### src/rtl/serial_subtractor32_if.sv
// Operand/result bundle for the bit-serial subtractor: request side drives
// start and operands, the subtractor returns status and held results.
interface serial_subtractor32_if #(
  parameter int WIDTH = 32
);
  logic             start;
  logic [WIDTH-1:0] in1;
  logic [WIDTH-1:0] in2;
  logic             bin;
  logic             busy;
  logic             done;
  logic [WIDTH-1:0] diff;
  logic             bout;
  logic             ovf;

  modport master (
    output start, in1, in2, bin,
    input  busy, done, diff, bout, ovf
  );

  modport slave (
    input  start, in1, in2, bin,
    output busy, done, diff, bout, ovf
  );
endinterface

### src/rtl/serial_subtractor32.sv
// Bit-serial diff = in1 - in2 - bin, one bit per clock; WIDTH cycles after the
// accepting edge. start is ignored while busy; results hold until the next completion.
module serial_subtractor32 #(
  parameter int WIDTH = 32
) (
  input logic                  clk,
  input logic                  reset,
  serial_subtractor32_if.slave sub
);

  localparam int CW = (WIDTH > 1) ? $clog2(WIDTH) : 1;
  localparam logic [CW-1:0] LAST = CW'(WIDTH - 1);

  typedef enum logic {IDLE, RUN} state_t;

  state_t           state_q, state_d;
  logic [WIDTH-1:0] a_q, a_d;
  logic [WIDTH-1:0] b_q, b_d;
  logic [WIDTH-1:0] acc_q, acc_d;
  logic [WIDTH-1:0] diff_q, diff_d;
  logic [CW-1:0]    cnt_q, cnt_d;
  logic             carry_q, carry_d;
  logic             bout_q, bout_d;
  logic             ovf_q, ovf_d;
  logic             done_q, done_d;
  logic             busy;
  logic             sum;
  logic             cout;
  logic             nb;

  // Subtraction as A + ~B + ~bin: the carry chain holds the inverted borrow.
  assign nb   = ~b_q[0];
  assign sum  = a_q[0] ^ nb ^ carry_q;
  assign cout = (a_q[0] & nb) | (carry_q & (a_q[0] ^ nb));

  always_ff @(posedge clk or posedge reset) begin
    if (reset) begin
      state_q <= IDLE;
      a_q     <= '0;
      b_q     <= '0;
      acc_q   <= '0;
      diff_q  <= '0;
      cnt_q   <= '0;
      carry_q <= 1'b0;
      bout_q  <= 1'b0;
      ovf_q   <= 1'b0;
      done_q  <= 1'b0;
    end else begin
      state_q <= state_d;
      a_q     <= a_d;
      b_q     <= b_d;
      acc_q   <= acc_d;
      diff_q  <= diff_d;
      cnt_q   <= cnt_d;
      carry_q <= carry_d;
      bout_q  <= bout_d;
      ovf_q   <= ovf_d;
      done_q  <= done_d;
    end
  end

  always_comb begin
    state_d = state_q;
    case (state_q)
      IDLE:    if (sub.start) state_d = RUN;
      RUN:     if (cnt_q == LAST) state_d = IDLE;
      default: state_d = IDLE;
    endcase
  end

  always_comb begin
    a_d     = a_q;
    b_d     = b_q;
    acc_d   = acc_q;
    diff_d  = diff_q;
    cnt_d   = cnt_q;
    carry_d = carry_q;
    bout_d  = bout_q;
    ovf_d   = ovf_q;
    done_d  = 1'b0;
    if (state_q == IDLE) begin
      if (sub.start) begin
        a_d     = sub.in1;
        b_d     = sub.in2;
        carry_d = ~sub.bin;
        cnt_d   = '0;
      end
    end else begin
      a_d     = a_q >> 1;
      b_d     = b_q >> 1;
      acc_d   = {sum, acc_q[WIDTH-1:1]};
      carry_d = cout;
      cnt_d   = cnt_q + CW'(1);
      if (cnt_q == LAST) begin
        // On the last bit A[0]/B[0] are the operand MSBs and sum is the result MSB.
        diff_d = {sum, acc_q[WIDTH-1:1]};
        bout_d = ~cout;
        ovf_d  = (a_q[0] ^ b_q[0]) & (sum ^ a_q[0]);
        done_d = 1'b1;
        cnt_d  = '0;
      end
    end
  end

  always_comb begin
    busy = (state_q == RUN);
  end

  assign sub.busy = busy;
  assign sub.done = done_q;
  assign sub.diff = diff_q;
  assign sub.bout = bout_q;
  assign sub.ovf  = ovf_q;

endmodule

### src/flat_wrapper.sv
// flat-port wrapper written by rule: the top's interface ports become plain ports
module serial_subtractor32_flat 
#(
  parameter int WIDTH = 32
)
  (clk, reset, sub_start, sub_in1, sub_in2, sub_bin, sub_busy, sub_done, sub_diff, sub_bout, sub_ovf);
  serial_subtractor32_if #(.WIDTH(WIDTH)) sub_i ();
  input logic clk;
  input logic reset;
  input wire logic [$bits(sub_i.start)-1:0] sub_start;
  input wire logic [$bits(sub_i.in1)-1:0] sub_in1;
  input wire logic [$bits(sub_i.in2)-1:0] sub_in2;
  input wire logic [$bits(sub_i.bin)-1:0] sub_bin;
  output wire logic [$bits(sub_i.busy)-1:0] sub_busy;
  output wire logic [$bits(sub_i.done)-1:0] sub_done;
  output wire logic [$bits(sub_i.diff)-1:0] sub_diff;
  output wire logic [$bits(sub_i.bout)-1:0] sub_bout;
  output wire logic [$bits(sub_i.ovf)-1:0] sub_ovf;
  assign sub_i.start = sub_start;
  assign sub_i.in1 = sub_in1;
  assign sub_i.in2 = sub_in2;
  assign sub_i.bin = sub_bin;
  assign sub_busy = sub_i.busy;
  assign sub_done = sub_i.done;
  assign sub_diff = sub_i.diff;
  assign sub_bout = sub_i.bout;
  assign sub_ovf = sub_i.ovf;
  serial_subtractor32 #(.WIDTH(WIDTH)) u_core (.clk(clk), .reset(reset), .sub(sub_i));
endmodule
### config.mk
export PLATFORM = sky130hd
export DESIGN_NAME = serial_subtractor32_flat
export DESIGN_NICKNAME = d
export VERILOG_FILES = /design/src/rtl/serial_subtractor32_if.sv /design/src/rtl/serial_subtractor32.sv /design/src/flat_wrapper.sv
export SDC_FILE = /design/constraint.sdc
export NUM_CORES = 1
export LEC_CHECK = 0
export ABC_AREA = 1
export ABC_CLOCK_PERIOD_IN_PS = 9100
export CAP_MARGIN = 15
export CORE_MARGIN = 2
export CORE_UTILIZATION = 56
export CTS_CLUSTER_SIZE = 12
export DETAILED_ROUTE_END_ITERATION = 10
export GPL_TIMING_DRIVEN = 0
export PLACE_DENSITY = 0.94
export SYNTH_ARGS = -nofsm -noshare
export SYNTH_HDL_FRONTEND = slang
export SYNTH_SLANG_ARGS = --single-unit
### constraint.sdc
create_clock -name clk -period 9.1 [get_ports clk]
set_clock_uncertainty 0.15 [all_clocks]
set_input_delay 1.365 -clock clk [delete_from_list [all_inputs] [get_ports clk]]
set_output_delay 1.365 -clock clk [all_outputs]
set_load 0.01 [all_outputs]
Word-level counts from Yosys, hierarchy flattened

Cells that the tools add are included.

Shift operators: 0
Magnitude comparators: 0
$mul: 0
$add $sub $neg: 1
Equality and inequality tests: 1
Bitwise logic cells: 12
Reductions and logical operators: 2
Divide/modulo/power cells: 0
Muxes and demuxes: 14

Operators with widths:

| operator                                                      | count |
|---|---|
| 32-bit two-way mux                                            | 4 |
| 5-bit two-way mux                                             | 3 |
| 1-bit two-way mux                                             | 6 |
| 5-bit by 1-bit adder with 5-bit output, second input constant | 1 |
| 5-bit == test, second input constant                          | 1 |
| 1-bit inverter                                                | 4 |
| 1-bit bitwise XOR                                             | 4 |
| 1-bit bitwise AND                                             | 3 |
| 1-bit one-hot mux with 2 select lines                         | 1 |
| 2-bit AND reduction                                           | 1 |
| 2-bit nonzero test                                            | 1 |
| 1-bit bitwise OR                                              | 1 |

Word-level logic and storage cells: 40
Latch bits: 0
Bits in registers: 138
Memory bits (writable): 0
Bits in read-only memories: 0
Output and inout port bits: 36
Memories: 0
Input port bits: 68

Longest topological paths before layout

Depth in word-level cells: 5
Depth in mapped cells: 9
Depth with buffers taken out: 8

Worst setup path after synthesis

Ideal clock, no wire load.

Path type: input -> register
Start point: input sub_start
End point: register u_core.b_q[10]
Arrival time: 1.826 ns
Library setup time: 0.069 ns
Data required time: 8.881 ns
Path buffers: 2
Stages on the path: 5
Slack: 7.056 ns
Path through: nor2_4 > buf_6 > buf_6 > nand2_1 > nand3_1

Longest elaborated chain between the ends: 1

Ends and longest elaborated chain:

| element                      | RTL line                  | source |
|---|---|---|
| from (decl)                  | flat_wrapper.sv:10        | `input wire logic [$bits(sub_i.start)-1:0] sub_start;` |
| 2-bit nonzero test (no line) | --                        |  |
| to (signal assigned)         | serial_subtractor32.sv:40 | `b_q <= '0;` |
| to (signal assigned)         | serial_subtractor32.sv:51 | `b_q <= b_d;` |
| to (decl)                    | serial_subtractor32.sv:18 | `logic [WIDTH-1:0] b_q, b_d;` |

No other way between the ends.
A chain may end at the register's enable or synchronous reset.

Worst setup path after layout

Start point: register u_core.state_q, in the netlist u_core.sub.busy
End point: output sub_busy

RTL lines:

| element                | RTL line                  | source |
|---|---|---|
| from (decl)            | serial_subtractor32.sv:16 | `state_t state_q, state_d;` |
| from (signal assigned) | serial_subtractor32.sv:49 | `state_q <= state_d;` |
| to (decl)              | flat_wrapper.sv:14        | `output wire logic [$bits(sub_i.busy)-1:0] sub_busy;` |

No word-level cell between the ends.

==> impl_metrics.toml <==
[timing]
max_freq_ghz = 0.335
rsz0062_at_grt = "no"
slew_headroom = 0.661
post-route-period-util = 0.328
tightestPinTransition_ns = 0.509
min_period_ns = 2.99
finalHoldViolCount = 0
maxSlewViolCount = 0
tns_ns = 0
setup_viol = 0

[clock_network]
cts-root-buf = "clkbuf_8"
cts_hold_buffers = 0
clock_latency_ns = 0.53
clockBufferDepth = 2
clock_sinks = 137
cts_buffers = 17
postCtsSetupBuffers = 0
cts_resized = 0
cts_tree = "built"
ctsHtreeMaxLevel = 4
path_clk_slew_ns = 0.06

[global_routing]
grt_pass1_wl_mm = 22.4
grt_remaining_overflow = 0
grt_max_degree = 84
antenna_found_initial = 0
grt_pass1_vias = 4895
grt_usage = 0.261

[finish]
fin_nets = 821
stdcell_count = 894
post-route-cell-area_sq_mm = 0.00743
mostFrequentLayoutCells = "nand2_1 (266), dfrtp_1 (137), clkdlybuf4s50_1 (103), o21ai_0 (65), nand3_1 (60)"
mostFrequentLayoutCell = "nand2_1"
synthToLayoutAreaGrowth_pct = 32.4
layout-drive-gt1-share = 0.0841
num-fill-cells = 644
diodes = 0

[critical_path]
cp_top_family = "buffers and inverters"
crit_slowest_cell = "clkdlybuf4s50_1"
path_buf_inv = 1
path_max_fanout = 3
worstPathCellList = "clkdlybuf4s50_1"
critPathMaxStageDelay_ns = 0.56
required_ns = 7.59
ff2ff_setup_slack_ns = 7.07
critPathKind = "flop to output pin"
arrival_ns = 1.47
cp-end-kind = "output pin"
worstSetupStartpointType = "flop"

[logic_synthesis]
ys_types = 22
yosys.area.top_type = "dfrtp_1"
synth.ff_latch_count = 137
synth_warnings = 0
syn_nets = 698
yosysSeqAreaShare = 0.611
netlist_top_cells_area = "dfrtp_1 (61%), nand2_1 (18%), o21ai_0 (5.8%)"
netlist_instances = 625
yosysTopAreaCellShare = 0.611
netlist_area_sq_mm = 0.00562
syn_avg_cell_area_sq_um = 8.98

[placed_design]
place.gp.congestion = 0.825
dp_hpwl_mm = 9.04
io_buffers = 103
place_area_sq_mm = 0.00685
dpl.cell_count = 862

[status]
status = "complete, no violations"

[detailed_routing]
drt-vias-per-instance = 5.22
first_iter_violations = 283
antenna_left = 0
vias = 4670
dr.pass1.iters = 8
drc = 0
routed_wl_mm = 13.3
wl_per_cell_um = 14.9

[floorplanning]
die_w_um = 104
die_h_um = 104
die_area_sq_mm = 0.0108
ios = 104
row_count = 36
core_area_sq_mm = 0.00977
start_util = 0.575

[worst_hold_path]
min_path_type = "flop to flop"

[power]
total_power_mw = 2.38
ir_drop_mv = 0.132
p_leak_nw = 3.61
p_per_area_mw_per_mm2 = 321

[flow_run]
max_cap_violations = 0
cells by family (layout without fill, tap and decap cells):
| logic type | count (synthesis) | in the layout | synth area share |
|---|---|---|---|
| xor gates and xnor gates | 1 | 1 | 0.00156 |
| and+or+nand+nor | 334 | 334 | 0.239 |
| DFF | 137 | 137 | 0.611 |
| buffers and inverters | 75 | 211 | 0.0680 |
| AOI/OAI and AO/OA | 73 | 73 | 0.0686 |
| adders and majority gates | 5 | 5 | 0.0125 |
layout make-up:
cell class / instances / area [sq um] / area share
multi-input cells: 413 / 1810 / 0.243
repair buffers: 104 / 1060 / 0.142
inverters: 41 / 161 / 0.0217
flip-flops and latches: 137 / 3430 / 0.461
clock inverters: 11 / 120 / 0.0162
plain buffers: 34 / 225 / 0.0303
clock buffers: 21 / 469 / 0.0631
well taps: 133 / 166 / 0.0224
report_power, final:
group | internal, mW | leakage [nW] | switching, mW
combinational | 0.320 | 1.55 | 0.385
clock | 0.418 | 0.286 | 0.255
sequential | 0.856 | 1.78 | 0.150
synth_stat cells (all sizes together):
library cell and instances:
clkbuf 8, fa 1, nand2 267, o211ai 3
a22o 2, xor2 1, dfrtp 137, o21ai 65
a22oi 2, buf 26, nor2 6, nand3 60
nand4 1, inv 41, a21oi 1, ha 4
routing by layer:
| layer | vias to the layer above | wire length [um] | global-route usage |
|---|---|---|---|
| met5 | - | 0 | 0 |
| met4 | 0 | 435 | 0.127 |
| met3 | 46 | 668 | 0.0595 |
| met2 | 166 | 6820 | 0.445 |
| met1 | 2236 | 5430 | 0.314 |
| li1 | 2222 | - | - |
sequential cells by signal (all words and copies together) (netlist names), 5 cells and up:
name	count
u_core.a_q	32
u_core.acc_q	31
u_core.b_q	32
u_core.cnt_q	5
u_core.sub.diff	32
path summary, 6_finish.rpt:
kind,start,endpoint,cells after the start
max,u_core.sub.busy$_DFF_PP0_,sub_busy,1
min,u_core.sub.diff[10]$_DFFE_PP0P_,u_core.sub.diff[10]$_DFFE_PP0P_,2
max reg2reg,u_core.cnt_q[0]$_DFFE_PP0P_,u_core.sub.diff[31]$_DFFE_PP0P_,9
min reg2reg,u_core.sub.diff[10]$_DFFE_PP0P_,u_core.sub.diff[10]$_DFFE_PP0P_,2
max in group asynchronous,reset,u_core.b_q[25]$_DFFE_PP0P_,3
min in group asynchronous,reset,u_core.a_q[9]$_DFFE_PP0P_,2
metrics by stage:
stage | utilization | hold WS [ns] | setup WS, ns
6_report | 0.761 | 0.334 | 6.11
5_1_grt | 0.761 | 0.346 | 6.07
4_1_cts | 0.761 | 0.337 | 6.10
3_5_place_dp | 0.700 | 0.323 | 6.34
3_3_place_gp | 0.697 | 0.311 | 2.41
2_1_floorplan | - | 0.300 | 3.92
Power figures use the tool's default switching activity.
